===== config.mk =====
export PLATFORM = sky130hd
export DESIGN_NAME = xrisc_dmem_mmio
export DESIGN_NICKNAME = d
export VERILOG_FILES = /design/src/rtl/xrisc_mmio_pkg.sv /design/src/rtl/xrisc_sync_fifo.sv /design/src/rtl/xrisc_dmem_mmio.sv
export SDC_FILE = /design/constraint.sdc
export NUM_CORES = 2
export LEC_CHECK = 0
export ABC_AREA = 1
export CORE_MARGIN = 2
export CORE_UTILIZATION = 63
export DETAILED_ROUTE_END_ITERATION = 10
export GPL_TIMING_DRIVEN = 1
export HOLD_SLACK_MARGIN = 0.03
export MAX_ROUTING_LAYER = met4
export PLACE_DENSITY = 0.83
export SLEW_MARGIN = 20
export SYNTH_ARGS = -nofsm -noshare
export SYNTH_HDL_FRONTEND = slang
export SYNTH_SLANG_ARGS = --single-unit
export TNS_END_PERCENT = 10

===== constraint.sdc =====
create_clock -name clk -period 80.7 [get_ports clk]
set_input_delay 16.14 -clock clk [delete_from_list [all_inputs] [get_ports clk]]
set_output_delay 16.14 -clock clk [all_outputs]
set_load 0.005 [all_outputs]

===== src/rtl/xrisc_mmio_pkg.sv =====
// xrisc_mmio_pkg
//   Shared definitions for the data-memory / MMIO responder:
//   - MMIO register addresses (word aligned)
//   - STATUS register bit positions
//   - address-decode region enum plus the decode helper
package xrisc_mmio_pkg;

  localparam logic [31:0] TXDATA_ADDR = 32'h8000_0000;
  localparam logic [31:0] STATUS_ADDR = 32'h8000_0004;
  localparam logic [31:0] CYCLES_ADDR = 32'h8000_0008;

  // STATUS = {24'b0, overflow, full, empty, count[4:0]}
  localparam int STAT_OVERFLOW_BIT = 7;
  localparam int STAT_FULL_BIT     = 6;
  localparam int STAT_EMPTY_BIT    = 5;
  localparam int STAT_COUNT_LSB    = 0;
  localparam int STAT_COUNT_W      = 5;

  typedef enum logic [2:0] {
    REG_RAM,
    REG_TX,
    REG_STATUS,
    REG_CYCLES,
    REG_NONE
  } region_e;

  // word_adr must already have bits [1:0] cleared.
  function automatic region_e decode_region(input logic [31:0] word_adr);
    region_e r;
    if (!word_adr[31]) begin
      r = REG_RAM;
    end else begin
      case (word_adr)
        TXDATA_ADDR: r = REG_TX;
        STATUS_ADDR: r = REG_STATUS;
        CYCLES_ADDR: r = REG_CYCLES;
        default:     r = REG_NONE;
      endcase
    end
    return r;
  endfunction

endpackage


===== src/rtl/xrisc_sync_fifo.sv =====
// xrisc_sync_fifo
//   Single-clock FIFO, WIDTH bits x DEPTH entries (DEPTH a power of 2, >= 2).
//   A push while full is accepted only if a pop happens in the same cycle;
//   otherwise it is dropped and reported on 'drop' for one cycle.
//   A pop while empty is ignored.
// Ports:
//   clk, reset      clock, asynchronous active-high reset
//   push, push_data write strobe and data
//   pop             read strobe (head advances at posedge)
//   head_data       current head entry, 0 when empty
//   full, empty     occupancy flags
//   count           number of stored entries, 0..DEPTH
//   drop            push rejected this cycle (full, no pop)
module xrisc_sync_fifo #(
  parameter int WIDTH = 32,
  parameter int DEPTH = 4
) (
  input  logic                     clk,
  input  logic                     reset,
  input  logic                     push,
  input  logic [WIDTH-1:0]         push_data,
  input  logic                     pop,
  output logic [WIDTH-1:0]         head_data,
  output logic                     full,
  output logic                     empty,
  output logic [$clog2(DEPTH):0]   count,
  output logic                     drop
);

  localparam int AW = $clog2(DEPTH);
  localparam logic [AW-1:0] PTR_ONE   = 1;
  localparam logic [AW:0]   CNT_ONE   = 1;
  localparam logic [AW:0]   CNT_DEPTH = DEPTH;

  logic [AW-1:0]    wr_ptr_q, wr_ptr_d;
  logic [AW-1:0]    rd_ptr_q, rd_ptr_d;
  logic [AW:0]      count_q,  count_d;
  logic [WIDTH-1:0] mem_q [DEPTH];
  logic [WIDTH-1:0] mem_d [DEPTH];

  logic do_push, do_pop;

  assign empty = (count_q == '0);
  assign full  = (count_q == CNT_DEPTH);
  assign count = count_q;

  // A pop frees the slot the simultaneous push needs, so full+push+pop succeeds.
  assign do_pop  = pop && !empty;
  assign do_push = push && (!full || do_pop);
  assign drop    = push && !do_push;

  assign head_data = empty ? '0 : mem_q[rd_ptr_q];

  // NOTE: every always_comb output gets a default first so no path leaves it unassigned (no latches).
  always_comb begin
    wr_ptr_d = wr_ptr_q;
    rd_ptr_d = rd_ptr_q;
    count_d  = count_q;
    mem_d    = mem_q;
    if (do_push) begin
      mem_d[wr_ptr_q] = push_data;
      wr_ptr_d        = wr_ptr_q + PTR_ONE;
    end
    if (do_pop) begin
      rd_ptr_d = rd_ptr_q + PTR_ONE;
    end
    case ({do_push, do_pop})
      2'b10:   count_d = count_q + CNT_ONE;
      2'b01:   count_d = count_q - CNT_ONE;
      default: count_d = count_q;
    endcase
  end

  // NOTE: sequential state uses non-blocking (<=) so all flops update together at the edge.
  always_ff @(posedge clk or posedge reset) begin
    if (reset) begin
      wr_ptr_q <= '0;
      rd_ptr_q <= '0;
      count_q  <= '0;
    end else begin
      wr_ptr_q <= wr_ptr_d;
      rd_ptr_q <= rd_ptr_d;
      count_q  <= count_d;
    end
  end

  // NOTE: storage is not reset; head_data is masked while empty, so stale entries are never visible.
  always_ff @(posedge clk) begin
    mem_q <= mem_d;
  end

endmodule


===== src/rtl/xrisc_dmem_mmio.sv =====
// xrisc_dmem_mmio
//   Data-port responder for the single-cycle core: word-addressed RAM, an MMIO
//   window (TX FIFO, STATUS, free-running CYCLES counter) and a sticky
//   done/pass detector for the "store PASS_VALUE to DONE_ADDR" self-check.
// Ports:
//   clk, reset           clock, asynchronous active-high reset
//   MemWrite             store strobe
//   DataAdr              byte address, bits [1:0] ignored
//   WriteData            store data
//   ReadData             combinational load data (state before this edge)
//   out_valid/out_data   TX FIFO head toward host
//   out_ready            host accepts head when out_valid
//   done, pass           sticky test-end flags
module xrisc_dmem_mmio
  import xrisc_mmio_pkg::*;
#(
  parameter int          RAM_WORDS  = 64,
  parameter int          FIFO_DEPTH = 4,
  parameter logic [31:0] DONE_ADDR  = 32'd100,
  parameter logic [31:0] PASS_VALUE = 32'd25
) (
  input  logic        clk,
  input  logic        reset,
  input  logic        MemWrite,
  input  logic [31:0] DataAdr,
  input  logic [31:0] WriteData,
  output logic [31:0] ReadData,
  output logic        out_valid,
  output logic [31:0] out_data,
  input  logic        out_ready,
  output logic        done,
  output logic        pass
);

  localparam int RAM_AW = $clog2(RAM_WORDS);
  localparam int CNT_W  = $clog2(FIFO_DEPTH) + 1;

  logic [31:0]       word_adr;
  region_e           region;
  logic [RAM_AW-1:0] ram_idx;
  logic              unused_byte_sel;

  logic [31:0] ram_q [RAM_WORDS];
  logic [31:0] ram_d [RAM_WORDS];
  logic [31:0] cycles_q, cycles_d;
  logic        overflow_q, overflow_d;
  logic        done_q, done_d;
  logic        pass_q, pass_d;

  logic             fifo_push, fifo_pop, fifo_full, fifo_empty, fifo_drop;
  logic [CNT_W-1:0] fifo_count;
  logic [31:0]      fifo_head;
  logic [31:0]      status_word;

  assign word_adr        = {DataAdr[31:2], 2'b00};
  assign unused_byte_sel = ^DataAdr[1:0];
  assign region          = decode_region(word_adr);
  // Upper RAM-region address bits are don't-care: the RAM aliases across the low half.
  assign ram_idx         = DataAdr[RAM_AW+1:2];

  assign fifo_push = MemWrite && (region == REG_TX);
  assign fifo_pop  = out_valid && out_ready;

  xrisc_sync_fifo #(
    .WIDTH (32),
    .DEPTH (FIFO_DEPTH)
  ) u_tx_fifo (
    .clk       (clk),
    .reset     (reset),
    .push      (fifo_push),
    .push_data (WriteData),
    .pop       (fifo_pop),
    .head_data (fifo_head),
    .full      (fifo_full),
    .empty     (fifo_empty),
    .count     (fifo_count),
    .drop      (fifo_drop)
  );

  assign out_valid = !fifo_empty;
  assign out_data  = fifo_head;
  assign done      = done_q;
  assign pass      = pass_q;

  always_comb begin
    status_word                                   = '0;
    status_word[STAT_OVERFLOW_BIT]                = overflow_q;
    status_word[STAT_FULL_BIT]                    = fifo_full;
    status_word[STAT_EMPTY_BIT]                   = fifo_empty;
    status_word[STAT_COUNT_LSB +: STAT_COUNT_W]   = STAT_COUNT_W'(fifo_count);
  end

  always_comb begin
    ReadData = '0;
    case (region)
      REG_RAM:    ReadData = ram_q[ram_idx];
      REG_STATUS: ReadData = status_word;
      REG_CYCLES: ReadData = cycles_q;
      default:    ReadData = '0;
    endcase
  end

  always_comb begin
    ram_d      = ram_q;
    cycles_d   = cycles_q + 32'd1;
    overflow_d = overflow_q;
    done_d     = done_q;
    pass_d     = pass_q;

    if (MemWrite) begin
      case (region)
        REG_RAM:    ram_d[ram_idx] = WriteData;
        REG_STATUS: if (WriteData[0]) overflow_d = 1'b0;
        REG_CYCLES: cycles_d = WriteData;
        default:    ;
      endcase
    end

    // Drop and STATUS clear cannot coincide: they need different addresses.
    if (fifo_drop) overflow_d = 1'b1;

    // Only the first finishing store counts; later ones leave both flags alone.
    if (MemWrite && (word_adr == DONE_ADDR) && !done_q) begin
      done_d = 1'b1;
      pass_d = (WriteData == PASS_VALUE);
    end
  end

  always_ff @(posedge clk or posedge reset) begin
    if (reset) begin
      for (int i = 0; i < RAM_WORDS; i++) ram_q[i] <= '0;
      cycles_q   <= '0;
      overflow_q <= 1'b0;
      done_q     <= 1'b0;
      pass_q     <= 1'b0;
    end else begin
      ram_q      <= ram_d;
      cycles_q   <= cycles_d;
      overflow_q <= overflow_d;
      done_q     <= done_d;
      pass_q     <= pass_d;
    end
  end

endmodule


# Word-level counts from Yosys, hierarchy flattened
# Index checks and enable logic that the tools add are counted.
[classes]
add_sub_neg = 5
order_cmp = 5
n_eq_ne = 11
mux = 23
bitwise = 3
n_reduce_logical = 22
[op_table]
columns = ["cell", "n"]
rows = [
  ["2048-bit bitwise mux", 1],
  ["32-bit 2-to-1 mux", 9],
  ["32-bit binary-select mux with 6-bit select", 1],
  ["32-bit demux with 6-bit select", 1],
  ["128-bit bitwise mux", 1],
  ["32-bit one-hot mux with 3 select lines", 1],
  ["30-bit equality test (second input constant)", 3],
  ["32-bit binary-select mux with 2-bit select", 1],
  ["32-bit demux with 2-bit select", 1],
  ["32-bit by 1-bit adder with 32-bit output (second input constant)", 1],
  ["32-bit by 5-bit equality test with 1-bit output (second input constant)", 1],
  ["30-bit by 5-bit equality test with 1-bit output (second input constant)", 1],
  ["1-bit logical AND", 9],
  ["3-bit one-hot mux with 3 select lines", 1],
  ["2-bit nonzero test", 4],
  ["7-bit >= comparator (second input constant)", 1],
  ["7-bit by 1-bit less-than comparator with 1-bit output (second input constant)", 1],
  ["6-bit NOT with 7-bit output", 1],
  ["3-bit by 2-bit equality test with 1-bit output (second input constant)", 2],
  ["3-bit >= comparator (second input constant)", 2],
  ["3-bit logical NOT", 2],
  ["2-bit NOT with 3-bit output", 2],
  ["3-bit one-hot mux with 2 select lines", 1],
  ["2-bit by 1-bit adder with 2-bit output (second input constant)", 2],
  ["13 further kinds", 19],
]
[totals]
register_bits = 2218
in_bits = 68
out_inout_bits = 67
wordCells = 144

# Depth between registers and ports, before layout
[depth]
ltp_word = 10
mapped_depth = 14
mapped_depth_nobuf = 12

# Hierarchy
# Synthesis repeated with hierarchy kept, for this count alone.
[unflattened]
cells_unflattened = 12332
area_unflattened_um2 = 99374.1
[modules_own_cells]
columns = ["mod", "instances", "cells_per_inst", "area_each_um2", "seq_area_each_um2"]
rows = [
  ["xrisc_dmem_mmio", 1, 11764, 93479.7, 52125.0],
  ["xrisc_sync_fifo", 1, 568, 5894.4, 4018.9],
]

# Worst setup path before layout
# OpenSTA, ideal clock, no wires.
[synth_path]
kind = "in2out"
start = "in DataAdr[2]"
end = "out ReadData[10]"
arrival_ps = 17655
required_ps = 64560
slack_ps = 46905
stages = 13
n_path_buf = 4
cell_sequence = "buf_2 inv_2 buf_2 clkbuf_1 clkbuf_1 nand2_1 nand3_1 nand2_1 nor2_1 nor2_1 nor2_1 nand3_1 nand2_1"
[synth_between]
elab_chain_len = 5
word_cells_on_any_way = 13
cone_classes = "5 x eq/ne; 6 x mux; 1 x bitwise; 1 x reduce/logical"
[synth_lines]
columns = ["item", "line", "source"]
rows = [
  ["start: declaration", "xrisc_dmem_mmio.sv:25", "input logic [31:0] DataAdr,"],
  ["6-bit NOT with 7-bit output (not written as such) / 30-bit equality test (equally long branches)", "xrisc_dmem_mmio.sv:96, xrisc_mmio_pkg.sv:33", ""],
  ["32-bit binary-select mux with 6-bit select / 3-bit one-hot mux with 3 select lines (equally long branches)", "xrisc_dmem_mmio.sv:96, xrisc_mmio_pkg.sv:33", ""],
  ["32-bit 2-to-1 mux (not written as such) / 3-bit 2-to-1 mux (equally long branches)", "xrisc_dmem_mmio.sv:96, xrisc_mmio_pkg.sv:30", ""],
  ["32-bit 2-to-1 mux (not written as such), or another cell as far along", "xrisc_dmem_mmio.sv:96", "REG_RAM: ReadData = ram_q[ram_idx];"],
  ["32-bit one-hot mux with 3 select lines (*)", "xrisc_dmem_mmio.sv:95", "case (region)"],
  ["end: declaration", "xrisc_dmem_mmio.sv:27", "output logic [31:0] ReadData,"],
]
# Mark *: on every way between the ends. The rest lies on a longest branch, timed or not. The select of a mux whose other input is x is not followed.

# Final worst setup path
[layout_path]
start = "in DataAdr[2]"
end = "out ReadData[14]"
# The elaborated chain is that of the path after synthesis.

==> summary.md <==
| Metric | Value |
|---|---|
| Crit. End Element | primary output |
| Internal power | 1.873 mW |
| Iteration-0 DRC Markers | 12.74k |
| Critical Path AT | 22120 ps |
| Main synth FF type | dfrtp_1 |
| Logic pwr share | 12.6% |
| DRT antenna net count | 0 |
| Hold depth | 2 |
| Syn Area/Cell | 8.084 um^2 |
| Hold Startpoint | ram_q[1146] |
| Worst r2r path cells | 9 |
| Rows | 145 |
| Max-cap violation count | 0 |
| RR Endpoint | u_tx_fifo.count[2] |
| Period Utilization, post-route | 47.41% |
| GRT overflow | 0 |
| Vias/cell | 6.229 |
| Max Slew Vio Count | 0 |
| Dpl hpwl | 167000 um |
| Initial core utilization | 63.19% |
| Top cells by count, synth | nand2_1, o21ai_0, dfrtp_1, nand3_1, clkbuf_1 |
| H-tree Lvls | 4 |
| Largest cells by area after synthesis | dfrtp_1, nand2_1, o21ai_0, nand3_1, edfxtp_1 |
| Sw power | 688.0 uW |
| Synth unique cells | 32 |
| Peak VDD IR | 0.02178 mV |
| R2r startpoint | u_tx_fifo.count[0] |
| Startpoint type of the worst setup path | input pin |
| Iteration count of the initial detailed-routing pass | 10 |
| FMAX | 26.14 MHz |
| CP bufs+invs | 6 |
| Vias in the first global route | 82.32k |
| Initial antenna violation count | 13 |
| Worst clock skew | 18.21 ps |
| Critical Path Slowest Stage Cell | buf_4 |
| Pwr Density | 23.89 nW/um^2 |
| Vias | 86.71k |
| Rel. slew slack | 15.07% |
| Clock Path Buffers | 3 |
| Dpl ws | 42780 ps |
| Worst slew pin tran | 1270 ps |
| Synth top area share | 53.17% |
| CP dominant cell by count | nand2_1 |
| Post-Synthesis Cells | 12.17k |
| Post-synthesis sequential area ratio | 57.07% |
| Run status | complete, no violations |
| Synth Register Bits | 2218 |
| Leak | 47.64 nW |
| Sequential power share | 48.9% |
| Layout cells sized above 1 | 5.272% |
| Critical Path RT | 64560 ps |
| Worst-path fanout max | 126 |
| First-pass GRT wire length | 471200 um |
| WL/cell | 22.02 um |
| Worst Hold End | ram_q[1146] |
| Total track usage | 39.63% |
| Reg2reg setup slack | 78140 ps |
| Root Buffer | clkbuf_16 |
| Cts hold-fix bufs | 0 |
| Yosys warning count | 0 |
| Routability cong. | 0.9396 |
| PortBufs | 132 |
| Hold_ws | 481.4 ps |
| Worst-path clk slew | 60 ps |
| DRT Wirelength | 306600 um |
| Unrepaired setup endpoints after global routing | false |
| Hold Vio Cnt, Final | 0 |
| Largest net degree at the start of global routing | 200 |
| Number of flops mapped to enable cells by yosys | 128 |
| Kind of critical path | input pin to primary output |
| I/O Pins | 135 |
| # setup viols final | 0 |
| Area delta synth->final | 8.959% |
| Top-count cell post-synth | nand2_1 |
| Top cell type by total area after synthesis | dfrtp_1 |
| Post-layout minimum cycle time | 38260 ps |
| Residual DRC | 0 |
| Clock Latency Late Sink | 850 ps |
| Delay-heaviest family, CP | buffers and inverters |
| Crit path cell chain | buf_8 > inv_8 > buf_4 > buf_4 > buf_4 > nand2_1 > nand3_1 > nand2_1 > o21ai_0 > nand2_1 > nor2_1 > nand3_1 > nand2_1 > clkdlybuf4s50_1 |
| Slowest stage delay, CP | 850 ps |
| Setup ws final | 42440 ps |
| Num CTS Buffers | 214 |
| Die Width | 399.1 um |
| Post-cts gate resize count | 0 |
| HP Class | flip-flop to flip-flop |
| Post-synth net total | 12.24k |
| Die Area | 159300 um^2 |
| Postcts setup bufs | 0 |
| Switching Fraction | 26.86% |
| Core area | 155700 um^2 |
| Layout net count | 11.77k |
| Fin util | 68.86% |
| Async set or reset register ratio after synthesis | 94.23% |
| CTS Sinks | 2218 |
| CTS tree | done |
| Clk pwr share | 38.5% |
| Die Y | 399.1 um |
| Cell Area, Synth | 98370 um^2 |
| Setup Total Neg Slack | 0 ps |
## layout by cell type (no fill, tap or decap), types with 5 or more instances in the layout
| cell type | n |
|---|---|
| xor2_1 | 19 |
| buf_4 | 167 |
| buf_6 | 5 |
| inv_1 | 65 |
| o21ai_0 | 2159 |
| nand4_1 | 80 |
| a21oi_1 | 62 |
| nor3_1 | 13 |
| clkinv_1 | 5 |
| nand3_1 | 1074 |
| nor2_1 | 332 |
| clkinv_2 | 28 |
| ha_1 | 6 |
| nor2_2 | 7 |
| clkbuf_16 | 218 |
| o21ai_1 | 142 |
| nand2_1 | 4839 |
| bufinv_16 | 7 |
| diode_2 | 7 |
| nor3_4 | 6 |
| nor2_4 | 5 |
| nand3b_1 | 5 |
| buf_12 | 12 |
| clkdlybuf4s50_1 | 130 |
| xnor2_1 | 7 |
| clkbuf_8 | 45 |
| inv_2 | 35 |
| clkbuf_1 | 68 |
| dfrtp_1 | 2089 |
| nand2_2 | 63 |
| edfxtp_1 | 128 |
## worst max path at each step
stage | startpoint | end | slack (ps) | depth (start not counted)
detailed placement | DataAdr[2] | ReadData[14] | 42780 | 14
global placement | DataAdr[2] | ReadData[14] | 42760 | 14
CTS | DataAdr[2] | ReadData[14] | 42750 | 14
floorplan | reset | cycles_q[0] | 5520 | 1
global route | DataAdr[2] | ReadData[14] | 42270 | 14
finish | DataAdr[2] | ReadData[14] | 42440 | 14
## sequential cells by signal (all words and copies together), names as in the netlist
name and cells:
pass 1, ram_q 2048, u_tx_fifo.mem_q 128, u_tx_fifo.count 3, done 1, u_tx_fifo.wr_ptr_q 2
cycles_q 32, overflow_q 1, u_tx_fifo.rd_ptr_q 2
## routing by layer
| metal | track usage, % | share of wire [%] | wire (um) | up-vias |
|---|---|---|---|---|
| met5 | - | 0 | 0 | - |
| met4 | 25.38 | 7.5 | 23090 | 0 |
| met3 | 9.464 | 12 | 37590 | 1038 |
| met2 | 57.60 | 44 | 134900 | 5454 |
| met1 | 50.12 | 36 | 111000 | 41660 |
| li1 | - | - | - | 38560 |
## worst register-to-register path: stages (launching register included)
cell and delay (ps):
dfrtp_1 440, nor3_1 350, nand2_1 170, nand3_1 370, ha_1 230, inv_1 70
fa_1 380, a21oi_1 140, o21ai_0 110, xor2_1 160
## cell families after synthesis
logic type | count (synthesis) | synth area share (%)
AND/OR/NAND/NOR | 6436 | 26.25
AO/OA/AOI/OAI | 2365 | 12.04
flip-flops | 2218 | 57.07
buffers and inverters | 1117 | 4.309
XOR/XNOR | 26 | 0.2315
adder cells (fa/ha/maj) | 7 | 0.09667
## through the flow
| step | power [mW] | cells | instance area (um^2) |
|---|---|---|---|
| 4_1_cts | 2.554 | 13910 | 107100 |
| 3_5_place_dp | 1.583 | 13530 | 100200 |
| 6_report | 2.561 | 13920 | 107200 |
| 5_1_grt | 2.654 | 13920 | 107200 |
| 2_1_floorplan | 1.465 | 12170 | 98370 |
| 3_3_place_gp | 1.565 | 13530 | 100200 |
## power by group through the flow
| stage | logic, mW | clock network (mW) | registers [mW] |
|---|---|---|---|
| final | 0.322 | 0.986 | 1.25 |
| after global routing | 0.357 | 1.04 | 1.26 |
| after CTS | 0.317 | 0.987 | 1.25 |
| after detailed placement | 0.313 | 0 | 1.27 |
| after global placement | 0.301 | 0 | 1.26 |
| after floorplan | 0.198 | 0 | 1.27 |
## final cells by class
class                      count  area, um^2
sequential                  2218       56150
fill                       11580       48480
multi-input combinational   8834       38260
clock buffer                 333        6345
timing repair buffer         318        2927
tap                         2058        2575
clock inverter                48       498.0
inverter                     105       417.9
antenna                        7       17.52
(Power assumes the default switching activity.)
